File: src/rtl/sync_fifo_flex.sv
// Single-clock FIFO with selectable registered-read or first-word-fall-through
// output, registered status flags derived from the next occupancy, and sticky
// overflow/underflow indicators.
module sync_fifo_flex #(
    parameter int DATA_LEN      = 32,
    parameter int ADDR_LEN      = 4,
    parameter int FWFT          = 0,
    parameter int AFULL_THRESH  = (2 ** ADDR_LEN) - 2,
    parameter int AEMPTY_THRESH = 2
) (
    input  logic                clk,
    input  logic                rst,
    input  logic                write_en,
    input  logic [DATA_LEN-1:0] wdata_i,
    input  logic                read_en,
    input  logic                err_clr_i,
    output logic [DATA_LEN-1:0] rdata_o,
    output logic                rempty_o,
    output logic                wfull_o,
    output logic                almost_full_o,
    output logic                almost_empty_o,
    output logic [ADDR_LEN:0]   count_o,
    output logic                overflow_o,
    output logic                underflow_o
);

    localparam int              DEPTH    = 2 ** ADDR_LEN;
    localparam logic [ADDR_LEN:0] DEPTH_C  = (ADDR_LEN + 1)'(DEPTH);
    localparam logic [ADDR_LEN:0] AFULL_C  = (ADDR_LEN + 1)'(AFULL_THRESH);
    localparam logic [ADDR_LEN:0] AEMPTY_C = (ADDR_LEN + 1)'(AEMPTY_THRESH);

    logic [DATA_LEN-1:0] mem [DEPTH];
    logic [ADDR_LEN-1:0] wr_ptr;
    logic [ADDR_LEN-1:0] rd_ptr;
    logic [ADDR_LEN:0]   count_nxt;
    logic                push_ok;
    logic                pop_ok;

    // Acceptance is judged on the registered flags, so a full FIFO drops a
    // push even when a pop frees a slot in the same cycle (and vice versa).
    assign push_ok = write_en && !wfull_o;
    assign pop_ok  = read_en && !rempty_o;

    // Next occupancy; flags are registered from this so they line up with count_o.
    always_comb begin
        count_nxt = count_o;
        if (push_ok && !pop_ok) begin
            count_nxt = count_o + (ADDR_LEN + 1)'(1);
        end else if (pop_ok && !push_ok) begin
            count_nxt = count_o - (ADDR_LEN + 1)'(1);
        end
    end

    // Storage write; contents are not cleared by reset.
    always_ff @(posedge clk) begin
        if (!rst && push_ok) begin
            mem[wr_ptr] <= wdata_i;
        end
    end

    // Pointers, occupancy and registered status flags.
    always_ff @(posedge clk) begin
        if (rst) begin
            wr_ptr         <= '0;
            rd_ptr         <= '0;
            count_o        <= '0;
            rempty_o       <= 1'b1;
            wfull_o        <= 1'b0;
            almost_full_o  <= 1'b0;
            almost_empty_o <= 1'b1;
        end else begin
            if (push_ok) begin
                wr_ptr <= wr_ptr + ADDR_LEN'(1);
            end
            if (pop_ok) begin
                rd_ptr <= rd_ptr + ADDR_LEN'(1);
            end
            count_o        <= count_nxt;
            rempty_o       <= (count_nxt == '0);
            wfull_o        <= (count_nxt == DEPTH_C);
            almost_full_o  <= (count_nxt >= AFULL_C);
            almost_empty_o <= (count_nxt <= AEMPTY_C);
        end
    end

    // Sticky error flags; a new error in the clearing cycle keeps the flag set.
    always_ff @(posedge clk) begin
        if (rst) begin
            overflow_o  <= 1'b0;
            underflow_o <= 1'b0;
        end else begin
            overflow_o  <= (overflow_o && !err_clr_i) || (write_en && wfull_o);
            underflow_o <= (underflow_o && !err_clr_i) || (read_en && rempty_o);
        end
    end

    generate
        if (FWFT != 0) begin : g_fwft
            // Head word shown combinationally; zero while empty.
            always_comb begin
                rdata_o = '0;
                if (!rempty_o) begin
                    rdata_o = mem[rd_ptr];
                end
            end
        end else begin : g_reg_read
            // Head word captured on an accepted pop and held until the next one.
            always_ff @(posedge clk) begin
                if (rst) begin
                    rdata_o <= '0;
                end else if (pop_ok) begin
                    rdata_o <= mem[rd_ptr];
                end
            end
        end
    endgenerate

endmodule

File: config.mk
export PLATFORM = sky130hd
export DESIGN_NAME = sync_fifo_flex
export DESIGN_NICKNAME = d
export VERILOG_FILES = /design/src/rtl/sync_fifo_flex.sv
export SDC_FILE = /design/constraint.sdc
export NUM_CORES = 1
export LEC_CHECK = 0
export ABC_AREA = 1
export CAP_MARGIN = 30
export CORE_ASPECT_RATIO = 1.4
export CORE_MARGIN = 2
export CORE_UTILIZATION = 55
export CTS_CLUSTER_SIZE = 28
export DETAILED_ROUTE_END_ITERATION = 10
export PLACE_DENSITY_LB_ADDON = 0.05
export SLEW_MARGIN = 10
export SYNTH_ARGS = -nofsm -noshare
export SYNTH_HDL_FRONTEND = slang
export SYNTH_SLANG_ARGS = --single-unit
File: constraint.sdc
create_clock -name clk -period 7 [get_ports clk]
set_clock_uncertainty 0.2 [all_clocks]
set_input_delay 0.7 -clock clk [delete_from_list [all_inputs] [get_ports clk]]
set_output_delay 0.7 -clock clk [all_outputs]
set_load 0.01 [all_outputs]
==> results of run 1 <==
worst min-delay path by stage:
| stage | from | end | slack (ps) | depth (start not counted) |
|---|---|---|---|---|
| floorplan | wr_ptr[2] | wr_ptr[2] | 280 | 2 |
| global placement | underflow_o | underflow_o | 250 | 2 |
| detailed placement | underflow_o | underflow_o | 260 | 2 |
| CTS | underflow_o | underflow_o | 270 | 2 |
| global route | overflow_o | overflow_o | 280 | 2 |
| finish | overflow_o | overflow_o | 270 | 2 |
sequential cells by signal, summed over array words and instances (netlist names):
register        flops
rdata_o            32
almost_empty_o      1
wfull_o             1
wr_ptr              4
almost_full_o       1
rempty_o            1
count_o             5
mem               512
overflow_o          1
rd_ptr              4
underflow_o         1
cells in the final DEF (no fill, tap or decap), drive strengths merged, types with 2 or more instances in the layout:
master,synthesis,layout
a21oi,41,41
buf,104,31
bufinv,0,3
clkbuf,16,72
clkdlybuf4s50,0,78
clkinv,0,20
dfxtp,51,51
edfxtp,512,512
ha,7,7
inv,56,59
nand2,651,651
nand3,408,408
nor2,92,92
o21ai,36,36
xor2,2,2
kinds of logic (layout without fill, tap and decap cells):
group | count (synthesis) | count (layout) | share of synthesized area, %
simple gates | 1156 | 1156 | 21.5
flops | 563 | 563 | 72.1
buf+inv | 176 | 263 | 4.19
compound gates | 77 | 77 | 1.70
fa+ha+maj | 7 | 7 | 0.385
xor+xnor | 3 | 3 | 0.116
power breakdown:
group / leakage [nW] / internal (mW) / switching (mW)
Combinational: 3.39 / 0.337 / 0.653
Clock: 0.791 / 1.53 / 1.20
Sequential: 5.03 / 3.75 / 0.0666
cell type report:
class,instances,area share [%]
clock inverters,26,0.785
multi-input cells,1243,21.6
clock buffers,72,5.56
flip-flops and latches,563,64.3
well taps,540,2.65
inverters,56,0.854
repair buffers,109,4.27
metrics by stage:
stage	hold WS (ps)	setup WS, ps
finish	265	3630
global route	280	3400
CTS	268	3630
detailed placement	259	3180
global placement	250	3290
floorplan	280	3760
worst max-delay path, cell delays in order, from the launching register on:
cell     delay (ps)
dfxtp_4         660
buf_4           790
buf_4           750
nand2_1         110
nand3_1         120
nand3_1          80
a21oi_1         350
o21ai_1         120
inv_1            60
routing by layer:
layer  vias to the layer above  global-route usage (%)
met1                      7220                    33.6
met3                        83                    3.03
met2                       424                    44.3
met4                         0                    6.39
li1                       6942                       -
met5                         -                       0
==> run metrics, run 1 <==
status=complete, no violations; Fin Setup TNS=0 ps; number of buffers created by CTS=52; Register-to-Register Path Depth=8; critical path endpoint=rdata_o[1]; H-tree levels=2; clock-pin slew on the worst setup and hold paths=60 ps; Area after DPL=between 20000 and 25000 sq um; Bufs on Longest Clock Path=3; Post-DP HPWL=28200 um; actual slew at the worst max-slew pin=between 900 and 1000 ps; Power Density=295 nW/um^2; first-pass GRT wire length=a little over 80000 um; ys flop type=edfxtp_1; Mean Syn Cell Area=~11 sq um; top-count cell post-synth=nand2_1; area of the multi-input gates=about 5500 sq um; DRC=0; TritonRoute pass-1 iters=5; met1 wire length=about 22000 um; # Post-CTS Setup Buffers=0; Initial Utilization=55.5%; highest routed metal layer=met4; Synth warnings=0; clock latency on the worst-skew pair=between 500 and 600 ps; crit path kind=flop to flop; number of global-route vias before repair=14171; Async SR Flop Fraction=0%; placed cell count=2510; Vias/cell=about 5.6; initial antenna violation count=0; Cell variety after synth=27; number of gates resized after CTS=0; root buf cell=clkbuf_16; Critical Path Sink Type=flop; synthesized cell area=22700 sq um; CTS sink count=~560; fin cells=2609; register area=roughly 16000 sq um; Die ar.=roughly 43000 sq um; reg-to-reg startpoint=rd_ptr[0]; area of the core=41000 sq um; Syn-to-layout area delta=12.2%; number of enable flip-flop cells after synthesis=512; Buffers on Ports=79; leakage power=slightly above 9 nW; Hold/Removal Path Class=flop to flop; post-synth top area cell=edfxtp_1; total power=7.53 mW; final hold viol count=0; Die X=approximately 180 um; vias after detailed routing=between 10000 and 15000; CTS tree=done; GRT Total Usage=25.2%; sequential cell area fraction in the yosys report=72.1%; Syn Nets=around 2000; r2r setup slk=3630 ps; arrival time at the worst endpoint=3690 ps; DR iter-0 viols=1201; layout cells sized above 1=6.14%; metal2 WL=27600 um; post-synthesis register bit count=563; required time of the critical path=approximately 7300 ps; final net count=2069; Final Cycle Share=48.1%; antenna-violating nets left=0; Avg WL per Cell=20.6 um; Worst slew margin=34.8%; pin count of the biggest net entering global routing=110; Die H=~240 um; total wire length=53700 um; WL met3=2830 um; Placer Congestion=between 0.7 and 0.8; fin area=25500 sq um; final setup fails=0; MaxCap Viol Count=0; min cycle time layout=approximately 3400 ps; Max FO, Critical Path=just over 80; ANT cells=0; Cells after Synth=1982; Util after Layout=62.3%; Cell Rows=88; CP startpoint=rd_ptr[0]; FILL cells=3252; Overflow after GRT=0; Post-synth top cells=nand2_1, edfxtp_1, nand3_1, nor2_1, buf_2; Max Freq=0.297 GHz; R2R Path End=rdata_o[1]; worst ir drop on vdd=0.000236 V; crit path launch type=flop; CTS hold repair buffers=0; pins over their slew limit=0; I/O Pins=80; RSZ-0062 raised after global routing=no; synth top area cells=edfxtp_1, nand2_1, nand3_1; Synth top area share=approximately two thirds
Power figures use the tool's default switching activity.
==> run 2: changes to the inputs <==
==> constraint.sdc (replaced) <==
create_clock -name clk -period 3.07 [get_ports clk]
set_clock_uncertainty 0.2 [all_clocks]
set_input_delay 0.307 -clock clk [delete_from_list [all_inputs] [get_ports clk]]
set_output_delay 0.307 -clock clk [all_outputs]
set_load 0.01 [all_outputs]
==> run metrics, run 2 (synthesis results as in run 1) <==
status=complete, no violations; fin cells=2627; Max FO, Critical Path=49; clock-pin slew on the worst setup and hold paths=70 ps; initial antenna violation count=0; first-pass GRT wire length=84400 um; root buf cell=clkbuf_16; Post-DP HPWL=31600 um; FILL cells=3283; Placer Congestion=between 0.7 and 0.8; final net count=2090; Buffers on Ports=79; max FFs per register=just over 500; Fin Setup TNS=0 ps; required time of the critical path=~3400 ps; final hold viol count=0; crit path launch type=flop; H-tree levels=2; Largest Register=mem; Cell Rows=88; most frequent cells in the layout=nand2_1, edfxtp_1, nand3_1; Bufs on Longest Clock Path=3; Worst slew margin=between 40% and 50%; # Post-CTS Setup Buffers=0; Die X=176 um; clock latency on the worst-skew pair=roughly 570 ps; Avg WL per Cell=20.9 um; Die H=245 um; Regs by FF count=mem (512), rdata_o (32), count_o (5); worst ir drop on vdd=0.000529 V; final setup fails=0; Vias/cell=5.61; number of gates resized after CTS=0; Final Cycle Share=71.7%; r2r setup slk=~870 ps; TritonRoute pass-1 iters=5; Die ar.=between 40000 and 50000 sq um; actual slew at the worst max-slew pin=749 ps; Max Freq=0.454 GHz; Overflow after GRT=0; tightest hold margin=between 150 and 200 ps; DRC=0; CTS sink count=563; min cycle time layout=2200 ps; GRT Total Usage=26.0%; leakage power=9.36 nW; ANT cells=0; CTS tree=done; Hold/Removal Path Class=input pin to flop; total wire length=55000 um; DR iter-0 viols=1017; CTS hold repair buffers=1; area of the core=41000 sq um; number of buffers created by CTS=51; arrival time at the worst endpoint=between 2000 and 3000 ps; number of global-route vias before repair=between 10000 and 15000; antenna-violating nets left=0; Syn-to-layout area delta=13.8%; MaxCap Viol Count=0; Initial Utilization=a little under three fifths; placed cell count=2532; layout cells sized above 1=under 10%; vias after detailed routing=roughly 15000; Critical Path Sink Type=flop; most common cell after layout, fill and taps aside=nand2_1; pin count of the biggest net entering global routing=130; Power Density=666 nW/um^2; pins over their slew limit=0; crit path kind=flop to flop; I/O Pins=80; RSZ-0062 raised after global routing=no
run 2: metal layers:
layer	track usage, %	vias up	wire, um	part of all wire, %
met2	45.1	442	28100	51
met4	12.0	0	2570	4.7
met5	0	-	0	0
met3	3.20	118	2580	4.7
li1	-	6982	-	-
met1	32.7	7194	21700	40
run 2: metrics by stage:
step | setup slack [ps] | instance area (sq um) | power, mW | util, %
2_1_floorplan | 221 | 22700 | 10.4 | -
3_3_place_gp | 553 | 24300 | 11.3 | 59.3
3_5_place_dp | 557 | 24300 | 11.3 | 59.3
4_1_cts | 877 | 25900 | 17.3 | 63.1
5_1_grt | 776 | 25900 | 17.9 | 63.1
6_report | 869 | 25900 | 17.2 | 63.1
run 2: report_power, final:
| part | internal (mW) | leakage [nW] | total [mW] | switching [mW] |
|---|---|---|---|---|
| sequential | 8.54 | 5.03 | 8.65 | 0.106 |
| combinational | 0.836 | 3.55 | 2.49 | 1.65 |
| clock | 3.42 | 0.775 | 6.08 | 2.67 |
| total | 12.8 | 9.36 | 17.2 | 4.42 |
run 2: final timing paths:
| kind | startpoint | end | depth (start not counted) |
|---|---|---|---|
| worst max-delay path | rd_ptr[0] | rdata_o[5] | 9 |
| worst min-delay path | write_en | overflow_o | 3 |
| worst max register to register | rd_ptr[0] | rdata_o[5] | 9 |
| worst min register to register | underflow_o | underflow_o | 2 |
run 2: critical path: stages (launching register included):
cell and delay [ps]:
dfxtp_4 370, inv_6 310, buf_12 270, buf_4 270, nand2_1 70, nand3_1 70
nand3_1 110, a21oi_1 240, o21ai_1 110, inv_1 60
run 2: cell type report:
cell class                 count  area, sq um  area share (%)
sequential                   563        16400            63.4
multi-input combinational   1243         5500            21.3
timing repair buffer         131         1480            5.72
clock buffer                  66         1340            5.19
tap                          540          676            2.61
clock inverter                28          238           0.919
inverter                      56          218           0.842
==> run 3: changes to the inputs <==
==> constraint.sdc (replaced) <==
create_clock -name clk -period 2.3 [get_ports clk]
set_clock_uncertainty 0.2 [all_clocks]
set_input_delay 0.23 -clock clk [delete_from_list [all_inputs] [get_ports clk]]
set_output_delay 0.23 -clock clk [all_outputs]
set_load 0.01 [all_outputs]
==> run metrics, run 3 (synthesis results as in run 1) <==
worst ir drop on vdd=roughly 0.00081 V; actual slew at the worst max-slew pin=799 ps; clock-pin slew on the worst setup and hold paths=roughly 70 ps; Overflow after GRT=0; slowest library cell on the worst path=clkdlybuf4s50_1; crit-path max cell delay=approximately 600 ps; required time of the critical path=between 1500 and 2000 ps; Vias/cell=about 5.6; number of global-route vias before repair=14843; ANT cells=0; total wire length=~57000 um; WP buf/inv=1; Die ar.=about 43000 sq um; crit path launch type=flop; layout cells sized above 1=8.21%; I/O Pins=80; antenna-violating nets left=0; clock share of power=35.0%; Hold/Removal Path Class=input pin to flop; DR iter-0 viols=1272; vias after detailed routing=between 10000 and 15000; # Post-CTS Setup Buffers=0; Syn-to-layout area delta=15.4%; area of the core=a little over 40000 sq um; Buffers on Ports=79; number of buffers created by CTS=51; TritonRoute pass-1 iters=6; internal power=17.0 mW; sw frac=25.8%; MaxCap Viol Count=0; root buf cell=clkbuf_16; metal2 WL=29300 um; clock latency on the worst-skew pair=between 500 and 600 ps; Placer Congestion=about 0.81; Critical Path Sink Type=output port; Max Freq=0.478 GHz; switching power total=approximately 5.9 mW; CTS sink count=563; Max FO, Critical Path=6; final hold viol count=0; Die H=245 um; Power Density=~900 nW/um^2; fin area=26200 sq um; most common cell after layout, fill and taps aside=nand2_1; Cell Rows=88; crit path kind=flop to output port; Worst slew margin=46.6%; Final Cycle Share=between 90 and 100%; Die X=176 um; RSZ-0062 raised after global routing=no; CTS tree=done; status=complete, no violations; first-pass GRT wire length=86600 um; crit path cell chain=clkdlybuf4s50_1; most frequent cells in the layout=nand2_1, edfxtp_1, nand3_1; leakage power=around 9.5 nW; final net count=2116; Bufs on Longest Clock Path=3; sequential share of power=50.3%; pin count of the biggest net entering global routing=83; total power=around 23 mW; Initial Utilization=55.5%; final setup fails=0; Gate power share=around 15%; DRC=0; kind of cell adding the most delay to the critical path=buffers and inverters; GRT Total Usage=26.8%; Largest Register=mem; H-tree levels=2; initial antenna violation count=0; pins over their slew limit=0; min cycle time layout=2090 ps; met1 wire length=about 23000 um; arrival time at the worst endpoint=1660 ps; FILL cells=3180; Area after DPL=24700 sq um; Avg WL per Cell=21.4 um; Post-DP HPWL=33000 um; highest routed metal layer=met4; WL met3=3190 um; Regs by FF count=mem (512), rdata_o (32), count_o (5); max FFs per register=512
==> run 3: power by group through the flow <==
stage,clock [mW],combinational [mW],sequential [mW]
after global placement,0,3.36,11.8
after CTS,8.16,3.40,11.6
final,8.05,3.37,11.6
after global routing,8.53,3.73,11.6
after detailed placement,0,3.38,11.8
after floorplan,0,2.05,11.8
==> run 3: tightest hold or removal path: stages <==
cell and delay [ps]:
clkdlybuf4s50_1 460, inv_1 50, nand2_1 50, a21oi_1 50
==> run 3: worst paths after layout <==
kind	startpoint	end	slack (ps)	cells past startpoint
worst min-delay path	err_clr_i	overflow_o	110	4
worst max register to register	rd_ptr[0]	rdata_o[26]	300	8
worst min register to register	overflow_o	overflow_o	270	2
worst max-delay path	count_o[1]	count_o[1]	210	1
==> run 3: timing repair <==
| item | in CTS | in global routing |
|---|---|---|
| hold buffers | 1 | 0 |
| gates resized for setup | 0 | 0 |
| hold endpoints to repair | 6 | 0 |
==> run 3: routing by layer <==
layer  global-route usage, %  up-vias
met4                    8.90        0
met5                       0        -
met2                    47.3      489
met3                    3.22      103
li1                        -     7022
met1                    34.6     7279
==> run 3: final cells by class <==
type | instances | area (sq um) | area share, %
Clock buffer | 73 | 1410 | 5.37
Clock inverter | 16 | 130 | 0.496
Sequential cell | 563 | 16400 | 62.6
Inverter | 56 | 218 | 0.830
Tap cell | 540 | 676 | 2.58
Timing Repair Buffer | 157 | 1890 | 7.19
Multi-Input combinational cell | 1243 | 5500 | 21.0
==> run 3: through the flow <==
stage | std cells | setup slack (ps) | hold WS, ps | TNS [ps] | utilization [%]
floorplan | 1982 | -474 | 129 | -240340 | -
global placement | 2558 | 108 | 252 | 0 | 60.2
detailed placement | 2558 | 117 | 263 | 0 | 60.2
CTS | 2648 | 219 | 98.4 | 0 | 64.0
global route | 2648 | 174 | 117 | 0 | 64.0
finish | 2648 | 209 | 114 | 0 | 64.0
